### src/rtl/cache_req_arbiter_if.sv
// cache_req_arbiter_if: requester, cache and monitor signals of the CPU/GPU cache request arbiter.
interface cache_req_arbiter_if #(
    parameter int ADDR_WIDTH = 32,
    parameter int CNT_WIDTH  = 16
);
    logic                  cpu_req_valid;
    logic                  cpu_req_ready;
    logic [ADDR_WIDTH-1:0] cpu_req_addr;
    logic [31:0]           cpu_req_wdata;
    logic                  cpu_req_we;
    logic                  cpu_resp_valid;
    logic [31:0]           cpu_resp_rdata;
    logic                  cpu_resp_err;
    logic                  gpu_req_valid;
    logic                  gpu_req_ready;
    logic [ADDR_WIDTH-1:0] gpu_req_addr;
    logic [31:0]           gpu_req_wdata;
    logic                  gpu_req_we;
    logic                  gpu_resp_valid;
    logic [31:0]           gpu_resp_rdata;
    logic                  gpu_resp_err;
    logic                  cache_req_valid;
    logic                  cache_req_ready;
    logic [ADDR_WIDTH-1:0] cache_req_addr;
    logic [31:0]           cache_req_wdata;
    logic                  cache_req_we;
    logic                  cache_req_is_gpu;
    logic [31:0]           cache_req_rdata;
    logic                  busy;
    logic [CNT_WIDTH-1:0]  cpu_grant_cnt;
    logic [CNT_WIDTH-1:0]  gpu_grant_cnt;

    modport slave (
        input  cpu_req_valid, cpu_req_addr, cpu_req_wdata, cpu_req_we,
        output cpu_req_ready, cpu_resp_valid, cpu_resp_rdata, cpu_resp_err,
        input  gpu_req_valid, gpu_req_addr, gpu_req_wdata, gpu_req_we,
        output gpu_req_ready, gpu_resp_valid, gpu_resp_rdata, gpu_resp_err,
        output cache_req_valid, cache_req_addr, cache_req_wdata, cache_req_we, cache_req_is_gpu,
        input  cache_req_ready, cache_req_rdata,
        output busy, cpu_grant_cnt, gpu_grant_cnt
    );

    modport master (
        output cpu_req_valid, cpu_req_addr, cpu_req_wdata, cpu_req_we,
        input  cpu_req_ready, cpu_resp_valid, cpu_resp_rdata, cpu_resp_err,
        output gpu_req_valid, gpu_req_addr, gpu_req_wdata, gpu_req_we,
        input  gpu_req_ready, gpu_resp_valid, gpu_resp_rdata, gpu_resp_err,
        input  cache_req_valid, cache_req_addr, cache_req_wdata, cache_req_we, cache_req_is_gpu,
        output cache_req_ready, cache_req_rdata,
        input  busy, cpu_grant_cnt, gpu_grant_cnt
    );
endinterface

### src/rtl/cache_req_arbiter.sv
// cache_req_arbiter: weighted round-robin CPU/GPU arbiter for the single cache request port,
// one transaction outstanding, with response watchdog and saturating grant counters.
module cache_req_arbiter #(
    parameter int ADDR_WIDTH     = 32,
    parameter int GPU_WEIGHT     = 2,
    parameter int TIMEOUT_CYCLES = 1024,
    parameter int CNT_WIDTH      = 16
) (
    input logic                clk,
    input logic                rst,
    cache_req_arbiter_if.slave io_bus
);
    localparam int TW = $clog2(TIMEOUT_CYCLES + 1);

    typedef enum logic [1:0] {IDLE, ISSUE, WAIT_BUSY, WAIT_DONE} state_t;

    state_t                r_state;
    logic [ADDR_WIDTH-1:0] r_addr;
    logic [31:0]           r_wdata;
    logic                  r_we;
    logic                  r_is_gpu;
    logic [3:0]            r_streak;
    logic [TW-1:0]         r_tcnt;
    logic [CNT_WIDTH-1:0]  r_cpu_cnt;
    logic [CNT_WIDTH-1:0]  r_gpu_cnt;
    logic                  r_cpu_valid;
    logic                  r_gpu_valid;
    logic [31:0]           r_cpu_rdata;
    logic [31:0]           r_gpu_rdata;
    logic                  r_cpu_err;
    logic                  r_gpu_err;
    logic                  w_idle;
    logic                  w_gnt_gpu;
    logic                  w_gnt_cpu;
    logic                  w_done;
    logic                  w_tmo;
    logic                  w_fin;
    logic [31:0]           w_rdata;

    // A completion arriving on the last allowed cycle beats the watchdog.
    always_comb begin
        w_idle    = r_state == IDLE;
        w_gnt_gpu = io_bus.gpu_req_valid && (!io_bus.cpu_req_valid || r_streak < 4'(GPU_WEIGHT));
        w_gnt_cpu = io_bus.cpu_req_valid && !w_gnt_gpu;
        w_done    = r_state == WAIT_DONE && io_bus.cache_req_ready;
        w_tmo     = (r_state == WAIT_BUSY || r_state == WAIT_DONE) && !w_done
                    && r_tcnt == TW'(TIMEOUT_CYCLES - 1);
        w_fin     = w_done || w_tmo;
        w_rdata   = w_done ? io_bus.cache_req_rdata : 32'd0;
    end

    assign io_bus.cpu_req_ready    = w_idle && w_gnt_cpu;
    assign io_bus.gpu_req_ready    = w_idle && w_gnt_gpu;
    assign io_bus.cache_req_valid  = r_state == ISSUE;
    assign io_bus.cache_req_addr   = r_addr;
    assign io_bus.cache_req_wdata  = r_wdata;
    assign io_bus.cache_req_we     = r_we;
    assign io_bus.cache_req_is_gpu = r_is_gpu;
    assign io_bus.busy             = !w_idle;
    assign io_bus.cpu_grant_cnt    = r_cpu_cnt;
    assign io_bus.gpu_grant_cnt    = r_gpu_cnt;
    assign io_bus.cpu_resp_valid   = r_cpu_valid;
    assign io_bus.cpu_resp_rdata   = r_cpu_rdata;
    assign io_bus.cpu_resp_err     = r_cpu_err;
    assign io_bus.gpu_resp_valid   = r_gpu_valid;
    assign io_bus.gpu_resp_rdata   = r_gpu_rdata;
    assign io_bus.gpu_resp_err     = r_gpu_err;

    always_ff @(posedge clk) begin
        if (rst) begin
            r_state     <= IDLE;
            r_addr      <= '0;
            r_wdata     <= '0;
            r_we        <= 1'b0;
            r_is_gpu    <= 1'b0;
            r_streak    <= '0;
            r_tcnt      <= '0;
            r_cpu_cnt   <= '0;
            r_gpu_cnt   <= '0;
            r_cpu_valid <= 1'b0;
            r_gpu_valid <= 1'b0;
            r_cpu_rdata <= '0;
            r_gpu_rdata <= '0;
            r_cpu_err   <= 1'b0;
            r_gpu_err   <= 1'b0;
        end else begin
            r_cpu_valid <= 1'b0;
            r_gpu_valid <= 1'b0;
            case (r_state)
                IDLE: if (w_gnt_cpu || w_gnt_gpu) begin
                    r_state  <= ISSUE;
                    r_is_gpu <= w_gnt_gpu;
                    r_addr   <= w_gnt_gpu ? io_bus.gpu_req_addr : io_bus.cpu_req_addr;
                    r_wdata  <= w_gnt_gpu ? io_bus.gpu_req_wdata : io_bus.cpu_req_wdata;
                    r_we     <= w_gnt_gpu ? io_bus.gpu_req_we : io_bus.cpu_req_we;
                    r_streak <= w_gnt_gpu && io_bus.cpu_req_valid ? r_streak + 4'd1 : 4'd0;
                    if (w_gnt_gpu)
                        r_gpu_cnt <= r_gpu_cnt + CNT_WIDTH'(r_gpu_cnt != '1);
                    else
                        r_cpu_cnt <= r_cpu_cnt + CNT_WIDTH'(r_cpu_cnt != '1);
                end
                ISSUE: if (io_bus.cache_req_ready) begin
                    r_state <= WAIT_BUSY;
                    r_tcnt  <= '0;
                end
                WAIT_BUSY: begin
                    if (!io_bus.cache_req_ready)
                        r_state <= WAIT_DONE;
                    r_tcnt <= r_tcnt + TW'(1);
                end
                default: r_tcnt <= r_tcnt + TW'(1);
            endcase
            if (w_fin) begin
                r_state <= IDLE;
                if (r_is_gpu) begin
                    r_gpu_valid <= 1'b1;
                    r_gpu_rdata <= w_rdata;
                    r_gpu_err   <= w_tmo;
                end else begin
                    r_cpu_valid <= 1'b1;
                    r_cpu_rdata <= w_rdata;
                    r_cpu_err   <= w_tmo;
                end
            end
        end
    end
endmodule
### src/flat_wrapper.sv
// flat-port wrapper written by rule: the top's interface ports become plain ports
module cache_req_arbiter_flat 
#(
    parameter int ADDR_WIDTH     = 32,
    parameter int GPU_WEIGHT     = 2,
    parameter int TIMEOUT_CYCLES = 1024,
    parameter int CNT_WIDTH      = 16
)
  (clk, rst, io_bus_cpu_req_valid, io_bus_cpu_req_addr, io_bus_cpu_req_wdata, io_bus_cpu_req_we, io_bus_cpu_req_ready, io_bus_cpu_resp_valid, io_bus_cpu_resp_rdata, io_bus_cpu_resp_err, io_bus_gpu_req_valid, io_bus_gpu_req_addr, io_bus_gpu_req_wdata, io_bus_gpu_req_we, io_bus_gpu_req_ready, io_bus_gpu_resp_valid, io_bus_gpu_resp_rdata, io_bus_gpu_resp_err, io_bus_cache_req_valid, io_bus_cache_req_addr, io_bus_cache_req_wdata, io_bus_cache_req_we, io_bus_cache_req_is_gpu, io_bus_cache_req_ready, io_bus_cache_req_rdata, io_bus_busy, io_bus_cpu_grant_cnt, io_bus_gpu_grant_cnt);
  cache_req_arbiter_if #(.ADDR_WIDTH(ADDR_WIDTH), .CNT_WIDTH(CNT_WIDTH)) io_bus_i ();
  input logic clk;
  input logic rst;
  input wire logic [$bits(io_bus_i.cpu_req_valid)-1:0] io_bus_cpu_req_valid;
  input wire logic [$bits(io_bus_i.cpu_req_addr)-1:0] io_bus_cpu_req_addr;
  input wire logic [$bits(io_bus_i.cpu_req_wdata)-1:0] io_bus_cpu_req_wdata;
  input wire logic [$bits(io_bus_i.cpu_req_we)-1:0] io_bus_cpu_req_we;
  output wire logic [$bits(io_bus_i.cpu_req_ready)-1:0] io_bus_cpu_req_ready;
  output wire logic [$bits(io_bus_i.cpu_resp_valid)-1:0] io_bus_cpu_resp_valid;
  output wire logic [$bits(io_bus_i.cpu_resp_rdata)-1:0] io_bus_cpu_resp_rdata;
  output wire logic [$bits(io_bus_i.cpu_resp_err)-1:0] io_bus_cpu_resp_err;
  input wire logic [$bits(io_bus_i.gpu_req_valid)-1:0] io_bus_gpu_req_valid;
  input wire logic [$bits(io_bus_i.gpu_req_addr)-1:0] io_bus_gpu_req_addr;
  input wire logic [$bits(io_bus_i.gpu_req_wdata)-1:0] io_bus_gpu_req_wdata;
  input wire logic [$bits(io_bus_i.gpu_req_we)-1:0] io_bus_gpu_req_we;
  output wire logic [$bits(io_bus_i.gpu_req_ready)-1:0] io_bus_gpu_req_ready;
  output wire logic [$bits(io_bus_i.gpu_resp_valid)-1:0] io_bus_gpu_resp_valid;
  output wire logic [$bits(io_bus_i.gpu_resp_rdata)-1:0] io_bus_gpu_resp_rdata;
  output wire logic [$bits(io_bus_i.gpu_resp_err)-1:0] io_bus_gpu_resp_err;
  output wire logic [$bits(io_bus_i.cache_req_valid)-1:0] io_bus_cache_req_valid;
  output wire logic [$bits(io_bus_i.cache_req_addr)-1:0] io_bus_cache_req_addr;
  output wire logic [$bits(io_bus_i.cache_req_wdata)-1:0] io_bus_cache_req_wdata;
  output wire logic [$bits(io_bus_i.cache_req_we)-1:0] io_bus_cache_req_we;
  output wire logic [$bits(io_bus_i.cache_req_is_gpu)-1:0] io_bus_cache_req_is_gpu;
  input wire logic [$bits(io_bus_i.cache_req_ready)-1:0] io_bus_cache_req_ready;
  input wire logic [$bits(io_bus_i.cache_req_rdata)-1:0] io_bus_cache_req_rdata;
  output wire logic [$bits(io_bus_i.busy)-1:0] io_bus_busy;
  output wire logic [$bits(io_bus_i.cpu_grant_cnt)-1:0] io_bus_cpu_grant_cnt;
  output wire logic [$bits(io_bus_i.gpu_grant_cnt)-1:0] io_bus_gpu_grant_cnt;
  assign io_bus_i.cpu_req_valid = io_bus_cpu_req_valid;
  assign io_bus_i.cpu_req_addr = io_bus_cpu_req_addr;
  assign io_bus_i.cpu_req_wdata = io_bus_cpu_req_wdata;
  assign io_bus_i.cpu_req_we = io_bus_cpu_req_we;
  assign io_bus_cpu_req_ready = io_bus_i.cpu_req_ready;
  assign io_bus_cpu_resp_valid = io_bus_i.cpu_resp_valid;
  assign io_bus_cpu_resp_rdata = io_bus_i.cpu_resp_rdata;
  assign io_bus_cpu_resp_err = io_bus_i.cpu_resp_err;
  assign io_bus_i.gpu_req_valid = io_bus_gpu_req_valid;
  assign io_bus_i.gpu_req_addr = io_bus_gpu_req_addr;
  assign io_bus_i.gpu_req_wdata = io_bus_gpu_req_wdata;
  assign io_bus_i.gpu_req_we = io_bus_gpu_req_we;
  assign io_bus_gpu_req_ready = io_bus_i.gpu_req_ready;
  assign io_bus_gpu_resp_valid = io_bus_i.gpu_resp_valid;
  assign io_bus_gpu_resp_rdata = io_bus_i.gpu_resp_rdata;
  assign io_bus_gpu_resp_err = io_bus_i.gpu_resp_err;
  assign io_bus_cache_req_valid = io_bus_i.cache_req_valid;
  assign io_bus_cache_req_addr = io_bus_i.cache_req_addr;
  assign io_bus_cache_req_wdata = io_bus_i.cache_req_wdata;
  assign io_bus_cache_req_we = io_bus_i.cache_req_we;
  assign io_bus_cache_req_is_gpu = io_bus_i.cache_req_is_gpu;
  assign io_bus_i.cache_req_ready = io_bus_cache_req_ready;
  assign io_bus_i.cache_req_rdata = io_bus_cache_req_rdata;
  assign io_bus_busy = io_bus_i.busy;
  assign io_bus_cpu_grant_cnt = io_bus_i.cpu_grant_cnt;
  assign io_bus_gpu_grant_cnt = io_bus_i.gpu_grant_cnt;
  cache_req_arbiter #(.ADDR_WIDTH(ADDR_WIDTH), .GPU_WEIGHT(GPU_WEIGHT), .TIMEOUT_CYCLES(TIMEOUT_CYCLES), .CNT_WIDTH(CNT_WIDTH)) u_core (.clk(clk), .rst(rst), .io_bus(io_bus_i));
endmodule
### config.mk
export PLATFORM = sky130hd
export DESIGN_NAME = cache_req_arbiter_flat
export DESIGN_NICKNAME = d
export VERILOG_FILES = /design/src/rtl/cache_req_arbiter_if.sv /design/src/rtl/cache_req_arbiter.sv /design/src/flat_wrapper.sv
export SDC_FILE = /design/constraint.sdc
export NUM_CORES = 1
export LEC_CHECK = 0
export CORE_MARGIN = 5
export CORE_UTILIZATION = 46
export DETAILED_ROUTE_END_ITERATION = 12
export PLACE_DENSITY = 0.82
export SYNTH_ARGS = -nofsm -noshare
export SYNTH_HDL_FRONTEND = slang
export SYNTH_SLANG_ARGS = --single-unit
### constraint.sdc
create_clock -name clk -period 4.6 [get_ports clk]
set_input_delay 0.46 -clock clk [delete_from_list [all_inputs] [get_ports clk]]
set_output_delay 0.46 -clock clk [all_outputs]
set_load 0.01 [all_outputs]
==> results, run 1 <==
- The final-report hold violation count was 0.
- The quantity of hold-fixing buffers added after cts is 0.
- The clock root buffer is clkbuf_16.
- The final estimated routing congestion in global placement is 0.871.
- The buffering stage count on the worst path with inverters included is 2.
- Adding up every negative setup slack in the final design gives 0 ns.
- Across every metal layer, demand over resource in global routing totals 25.9%.
- For this run, asynchronously set or reset flops after synthesis account for 0%.
- The cell with the biggest individual delay on the critical path is clkdlybuf4s50_1.
- The main combinational cell family by area after synthesis is compound AO/OA/AOI/OAI gates.
- The netlist uses 44 different library cells.
- The TritonCTS clock tree is built.
- The analysis attributes to cell leakage a power of 4.21 nW.
- Summed over all nets, the half-perimeter wirelength after detailed placement is 19,300 µm.
- IR analysis of the VDD net gives a maximum drop of 0.308 mV.
- The average wire per standard cell is 18.5 µm.
- The starting utilization of the core area is 46.6%.
- The count of yosys warnings during synthesis is 0.
- The number of rows created at floorplan is 48.
- The flow ran to the end, and the final reports show no timing, DRC or antenna violations.
- The category of cells accounting for the largest share of critical-path delay is buffers and inverters.
- The wire length of the first global-routing pass is 42,200 µm.
- The dominant cell type by area after synthesis is dfxtp_1.
- The total overflow left after global routing is 0.
- The instance count of the mapped netlist is 964.
- The class of the worst hold path is reg -> reg.
- STA classifies the critical path endpoint as a primary output.
- The H-tree was split into 4 levels.
- The smallest setup slack after layout is 1.51 ns.
- Before antenna repair, the detailed router went through 5 iterations.
- Across the run, the number of max-cap violations was 0.
- Among the stages of the critical path, the cell type that occurs most often is clkdlybuf4s50_1.
- Entering global routing, the biggest net connects 81 pins.
- The clock passes through at most 2 buffers.
- Using the TritonRoute via totals, the vias-per-cell ratio works out to 5.66.
- For this run, the post-layout net count is 1,425.
- In the routed design, unresolved DRC markers number 0.
- The total number of clock tree sinks is 183.
- The die height is 142 µm.
- The minimum clock period is 3.09 ns.
- The number of vias in the routed layout is 8,411.
- Counting flops with a built-in enable in the synthesized netlist gives 0.
- Setup repair after global routing left no endpoint under its margin.
- In the post-synthesis netlist, the biggest area contributors are dfxtp_1 46%, a21oi_1 9.3%, a211oi_1 6.2%.
- The layout cell share with drive strength beyond 1 is 4.85%.
- The highest attainable clock frequency is 324 MHz.
- The detail route stage leaves a number of antenna-violating nets equal to 0.
- In the finished design, the share of the clock period the worst path needs comes to 67.2%.
- Summing the areas of all fa, ha and maj instances in the mapped netlist gives 1.88% of the synthesized area.
- In this design, the stage delay of the slowest critical-path cell is 0.76 ns.
- The post-CTS setup repair buffer count is 0.
- The top cell types in the final layout, fill and taps aside, are 335 x clkdlybuf4s50_1, 183 x dfxtp_1, 148 x a21oi_1, 100 x nor2_1, 82 x nand2_1.
- Of all nets on the critical path, the largest fanout is 13.
- The worst hold-check slack is 0.465 ns.
- The most frequent standard cell in the layout excluding fill and tap cells is clkdlybuf4s50_1.
- The area share of the largest cell type after synthesis is 45.8%.
- The clock latency of the later-clocked register in the worst-skew pair is 0.43 ns.
- The DRC violation total after the first TritonRoute iteration is 502.
- In this run the horizontal extent of the chip is 142 µm.
- The post-synthesis net count is 1,143.
- The number of cells upsized or downsized after cts is 0.
- The leading register cell type out of synthesis is dfxtp_1.
- The xor/xnor share of the synthesized area is 2.08%.
- The pre-CTS setup slack is 1.52 ns.
- The multiplexer share of the synthesized area is 1.55%.
- The normalized max-slew margin is 36.8%.
- At the worst endpoint, the required time is 4.14 ns.
- For this block, the routed nets add up to 27,400 µm of wire.
- The setup-violating endpoint count in the final report is 0.
- The power density over the cells is 491 nW/µm².
- Buffers placed on the I/O ports in this run total 336.
- The number of global-route vias before repair is 7,949.
- STA classifies the critical path startpoint as an input pin.
- The I/O pin count is 337.
- At the pin with the least slew margin, the transition time is 0.945 ns.
- The cell area that synthesis handed to floorplanning was 8010 µm².
- The number of max-slew violations in the final report is 0.
- For this run, the share of the core covered by cells in the final layout is 69.9%.
- Traced cell by cell, the critical path runs through clkdlybuf4s50_1 -> or4b_1 -> and3_1 -> clkdlybuf4s50_1.
- The die covers 20,100 µm².
- The number of antenna violations at the first check in global routing is 2.
- Clock skew on the completed layout was measured at 0.0120 ns.
- Compared with the post-synthesis result, the final layout area differs by 50.0%.
- Synthesis inferred 183 register bits.
- The fraction of the yosys area taken by sequential cells is 45.8%.
- The number of placed instances, taps included, is 1,452.
- The path type of the worst setup path is in -> out.
- The mean instance size in the synthesized netlist is 8.31 µm².
- The number of clock buffers added by TritonCTS is 17.
- The final-layout fill cell count is 1,429.
- The post-synthesis compound-gate area fraction is 23.2%.
- At the worst endpoint, the arrival time is 2.63 ns.
- The core area is 17,200 µm².
- The final standard cell count with taps included and fillers excluded is 1,486.
- Clock-pin slew was measured on the worst setup and hold paths at 0.06 ns.
- Summing the areas of all and, or, nand and nor instances in the mapped netlist gives 20.8% of the synthesized area.
-- state kept, by name (all words and copies together), names as in the netlist, 2 cells and up --
| register | count |
|---|---|
| u_core.r_state | 2 |
| u_core.io_bus.cpu_grant_cnt | 16 |
| u_core.io_bus.gpu_resp_rdata | 32 |
| u_core.io_bus.gpu_grant_cnt | 16 |
| u_core.io_bus.cache_req_addr | 32 |
| u_core.r_tcnt | 11 |
| u_core.io_bus.cpu_resp_rdata | 32 |
| u_core.r_streak | 4 |
| u_core.io_bus.cache_req_wdata | 32 |
-- routing by layer --
layer	wire length [µm]	track usage (%)	part of all wire (%)
met1	10600	30.6	39
met4	960	9.90	3.5
met2	13100	42.5	48
met5	0	0	0
met3	2810	10.3	10
-- stage by stage --
step                      power (mW)  instance area (µm²)
after detailed placement        4.50                11400
after floorplan                 3.37                 8010
final                           5.89                12000
after global placement          4.44                11400
after CTS                       5.92                12000
after global routing            6.24                12000
-- report_power, final --
part	total, mW	internal, mW	switching, mW
clock network	1.42	0.767	0.650
logic	2.33	1.12	1.21
registers	2.15	1.93	0.224
total	5.89	3.81	2.08
-- worst min-delay path: stages (launching register included) --
cell     delay [ns]
dfxtp_1        0.32
nand2_1        0.05
a21oi_1        0.05
-- logic make-up (layout without fill, tap and decap cells) --
logic type / Yosys count / after routing
buffers and inverters: 94 / 389
AOI/OAI and AO/OA: 298 / 298
muxes: 12 / 12
and+or+nand+nor: 346 / 346
adders and majority gates: 12 / 12
DFF: 183 / 183
xor gates and xnor gates: 19 / 19
other: 0 / 2
-- final timing paths --
kind	startpoint	endpoint	slack (ns)	cells after the start
max reg2reg	u_core.r_state[1]	u_core.io_bus.cache_req_addr[7]	1.84	7
min reg2reg	u_core.io_bus.cpu_resp_err	u_core.io_bus.cpu_resp_err	0.46	2
max	io_bus_gpu_req_valid	io_bus_cpu_req_ready	1.51	4
min	u_core.io_bus.cpu_resp_err	u_core.io_bus.cpu_resp_err	0.46	2
-- final cells by class --
cell class / count / area (µm²) / area share (%)
multi-input combinational: 687 / 4000 / 33.3
sequential: 183 / 3660 / 30.5
timing repair buffer: 348 / 3460 / 28.8
clock buffer: 19 / 443 / 3.69
tap: 225 / 282 / 2.34
clock inverter: 13 / 124 / 1.03
inverter: 9 / 33.8 / 0.281
antenna: 2 / 5.00 / 0.0417
-- cell usage after synthesis, types with 6 or more instances --
library cell / count
a211oi_1: 66
a21oi_1: 148
a22oi_1: 65
and3_1: 6
and4_1: 6
buf_2: 7
clkbuf_1: 68
dfxtp_1: 183
ha_1: 12
inv_1: 9
mux2i_1: 9
nand2_1: 83
nand3_1: 77
nand4_1: 15
nor2_1: 103
nor3_1: 6
o31ai_1: 8
or3_1: 11
or4_1: 6
xnor2_1: 9
xor2_1: 10
Note: power is estimated with default switching activity, not from simulation.
==> run 2: changes to the inputs <==
- CORE_UTILIZATION: 46 -> 39
- PLACE_DENSITY: 0.82 -> 0.73
- clock period: 4.6 -> 2.65 ns (I/O delays scaled with it)
==> results, run 2 (synthesis results as in run 1) <==
- The flow ran to the end, and the final reports show no timing, DRC or antenna violations.
- TritonCTS built the clock tree.
- The number of max-slew violations in the final report is 0 (unchanged).
- The quantity of hold-fixing buffers added after cts is 0 (unchanged).
- The core area is 20,200 µm² (+18%).
- The total CTS buffers was 17 (unchanged).
- The I/O pin count is 337 (unchanged).
- The root buffer cell chosen for the clock tree is clkbuf_16.
- The average wire per standard cell came to 17.7 µm (-4.0%).
- The power share of the combinational group is 39.3% (-0.2 points).
- The layout cell share with drive strength beyond 1 is 5.90% (+1.1 points).
- The cell leakage power is 4.32 nW (+2.5%).
- The net switching power was 3.80 mW (+82%).
- The number of vias per cell came to 5.42 (-4.3%).
- Setup repair after global routing left no endpoint under its margin.
- The number of global-route vias before repair was 7,812 (-1.7%).
- The total global routing overflow is 0 (unchanged).
- The HPWL after detailed placement is 19,200 µm (-0.44%).
- Relative to the synthesized area, the layout overhead comes to 53.3%.
- The number of vias in the routed layout was 8,350 (-0.73%).
- The sort of element at the end of the critical path is a primary output.
- The peak supply drop is 0.470 mV (+53%).
- The overall die area came to 23,500 µm² (+17%).
- The register share of total power is 35.7% (-0.8 points).
- The net switching fraction of the power is 36.4% (+1.0 points).
- The count of port buffers added during placement is 336 (unchanged).
- The total number of clock tree sinks was 183 (unchanged).
- The total iterations of the first detailed-routing run is 5 (unchanged).
- The total negative setup slack is 0 ns (unchanged).
- The number of rows created at floorplan is 52 (+8.3%).
- The wire length of the first global-routing pass is 42,600 µm (+1.1%).
- The setup path with the least slack is of type reg -> out.
- The final-report hold violation count was 0 (unchanged).
- The global-route total usage across every layer is 22.0% (-3.9 points).
- The number of maximum-capacitance violations is 0 (unchanged).
- The highest attainable clock frequency is 394 MHz.
- The clock-pin slew of the registers on the worst-case setup and hold paths is 0.07 ns (about the same).
- The number of buffers on the longest clock path is 2 (unchanged).
- The pin slew with the least headroom to its limit is 0.720 ns (-0.225 ns).
- The die height is 153 µm (+8.0%).
- The DRC violation total after the first TritonRoute iteration is 396 (-21%).
- The worst-case register-to-register setup slack came to 0.18 ns (-1.66 ns).
- The largest net degree at the start of global routing is 93 (+15%).
- The biggest fanout along the worst timing path came to 18 (+5).
- The die span in x is 153 µm (+8.0%).
- The minimum clock period is 2.54 ns.
- The post-route DRC violation count is 0 (unchanged).
- The normalized max-slew margin is 52.0% (+15 points).
- The clock latency of the later-clocked register in the worst-skew pair is 0.43 ns (about the same).
- The arrival time at the worst endpoint was 2.27 ns (-0.36 ns).
- The clock skew came to 0.0113 ns (-0.000636 ns).
- The power density over the cells is 851 nW/µm² (+73%).
- Leaving out fill and tap cells, the most frequent cell in the layout is clkdlybuf4s50_1.
- The pre-CTS setup slack is 0.234 ns (-1.28 ns).
- The proportion of power drawn by the clock network is 25.0% (+1.0 points).
- The final estimated routing congestion in global placement is 0.838 (-3.7%).
- The number of nets in the final layout is 1,437 (+0.84%).
- The data required time at the worst endpoint is 2.38 ns (-1.76 ns).
- The setup-violating endpoint count in the final report is 0 (unchanged).
- The worst setup path is launched from a flop.
- The starting utilization of the core area was 39.6% (-7.0 points).
- The internal power of the cells is 6.65 mW (+74%).
- The overall routed net length is 27,300 µm (-0.36%).
- The number of antenna violations at the first check in global routing is 1 (-1).
- The post-CTS setup repair buffer count came to 0 (unchanged).
- After layout, the worst path uses 95.7% of the clock period.
- The number of H-tree levels was 4 (unchanged).
- The library cells used most frequently in the layout, excluding fill and tap cells, are 335 x clkdlybuf4s50_1, 183 x dfxtp_1, 148 x a21oi_1, 100 x nor2_1, 82 x nand2_1.
- The post-route antenna net violation count is 0 (unchanged).
- The smallest setup slack after layout came to 0.114 ns (-1.40 ns).
- The class of the worst hold path is in -> reg.
## run 2: cell types whose count changed in the layout (fill, tap and decap cells not counted), moves of 2 or more
cell / change
inv_8: +3
inv_6: +2
clkinv_8: +5
buf_4: +6
inv_12: +2
clkinvlp_4: -2
clkinv_2: -3
buf_12: +5
clkinv_4: -4
## run 2: cell type report
type | instances | area (µm²)
Tap cell | 270 | 338
Inverter | 9 | 33.8
Clock inverter | 15 | 194
Fill cell | 1757 | 7960
Clock buffer | 17 | 425
Sequential cell | 183 | 3660
Multi-Input combinational cell | 687 | 4000
Antenna cell | 1 | 2.50
Timing Repair Buffer | 360 | 3620
## run 2: critical path: stages, from the launching register on
cell and delay (ns):
dfxtp_1 0.36, inv_1 0.12, ha_1 0.26, buf_4 0.27
and3_1 0.27, clkdlybuf4s50_1 0.56
## run 2: timing repair
action	4_1_cts	5_1_grt
endpoints found under the hold margin	0	0
setup endpoints to repair	0	1
resized for setup	0	1
## run 2: power by group through the flow
stage	registers, mW	logic [mW]	clock network [mW]
after floorplan	3.99	1.86	0
final	3.72	4.10	2.62
after detailed placement	3.78	4.10	0
after global placement	3.75	4.09	0
after global routing	3.80	4.50	2.81
after CTS	3.72	4.13	2.69
## run 2: worst paths after layout
kind,start,endpoint,depth (start not counted)
min reg2reg,u_core.io_bus.gpu_resp_err,u_core.io_bus.gpu_resp_err,2
max reg2reg,u_core.io_bus.cpu_grant_cnt[10],u_core.io_bus.cpu_grant_cnt[14],9
min,rst,u_core.r_tcnt[2],2
max,u_core.r_state[1],io_bus_cpu_req_ready,5
## run 2: stage by stage
step / instances / utilization [%] / hold WS [ns] / area, µm² / total power, mW
2_1_floorplan: 964 / - / 0.406 / 8010 / 5.85
3_3_place_gp: 1509 / 57.6 / 0.439 / 11700 / 7.84
3_5_place_dp: 1509 / 57.6 / 0.446 / 11700 / 7.88
4_1_cts: 1541 / 60.6 / 0.319 / 12300 / 10.5
5_1_grt: 1542 / 60.7 / 0.358 / 12300 / 11.1
6_report: 1542 / 60.7 / 0.348 / 12300 / 10.4
## run 2: metal layers
layer	vias to the layer above	part of all wire [%]	GRT usage, %
met2	299	48	35.6
met5	-	0	0
met3	29	10	9.08
met4	0	1.8	6.87
met1	3944	40	26.8
li1	4078	-	-
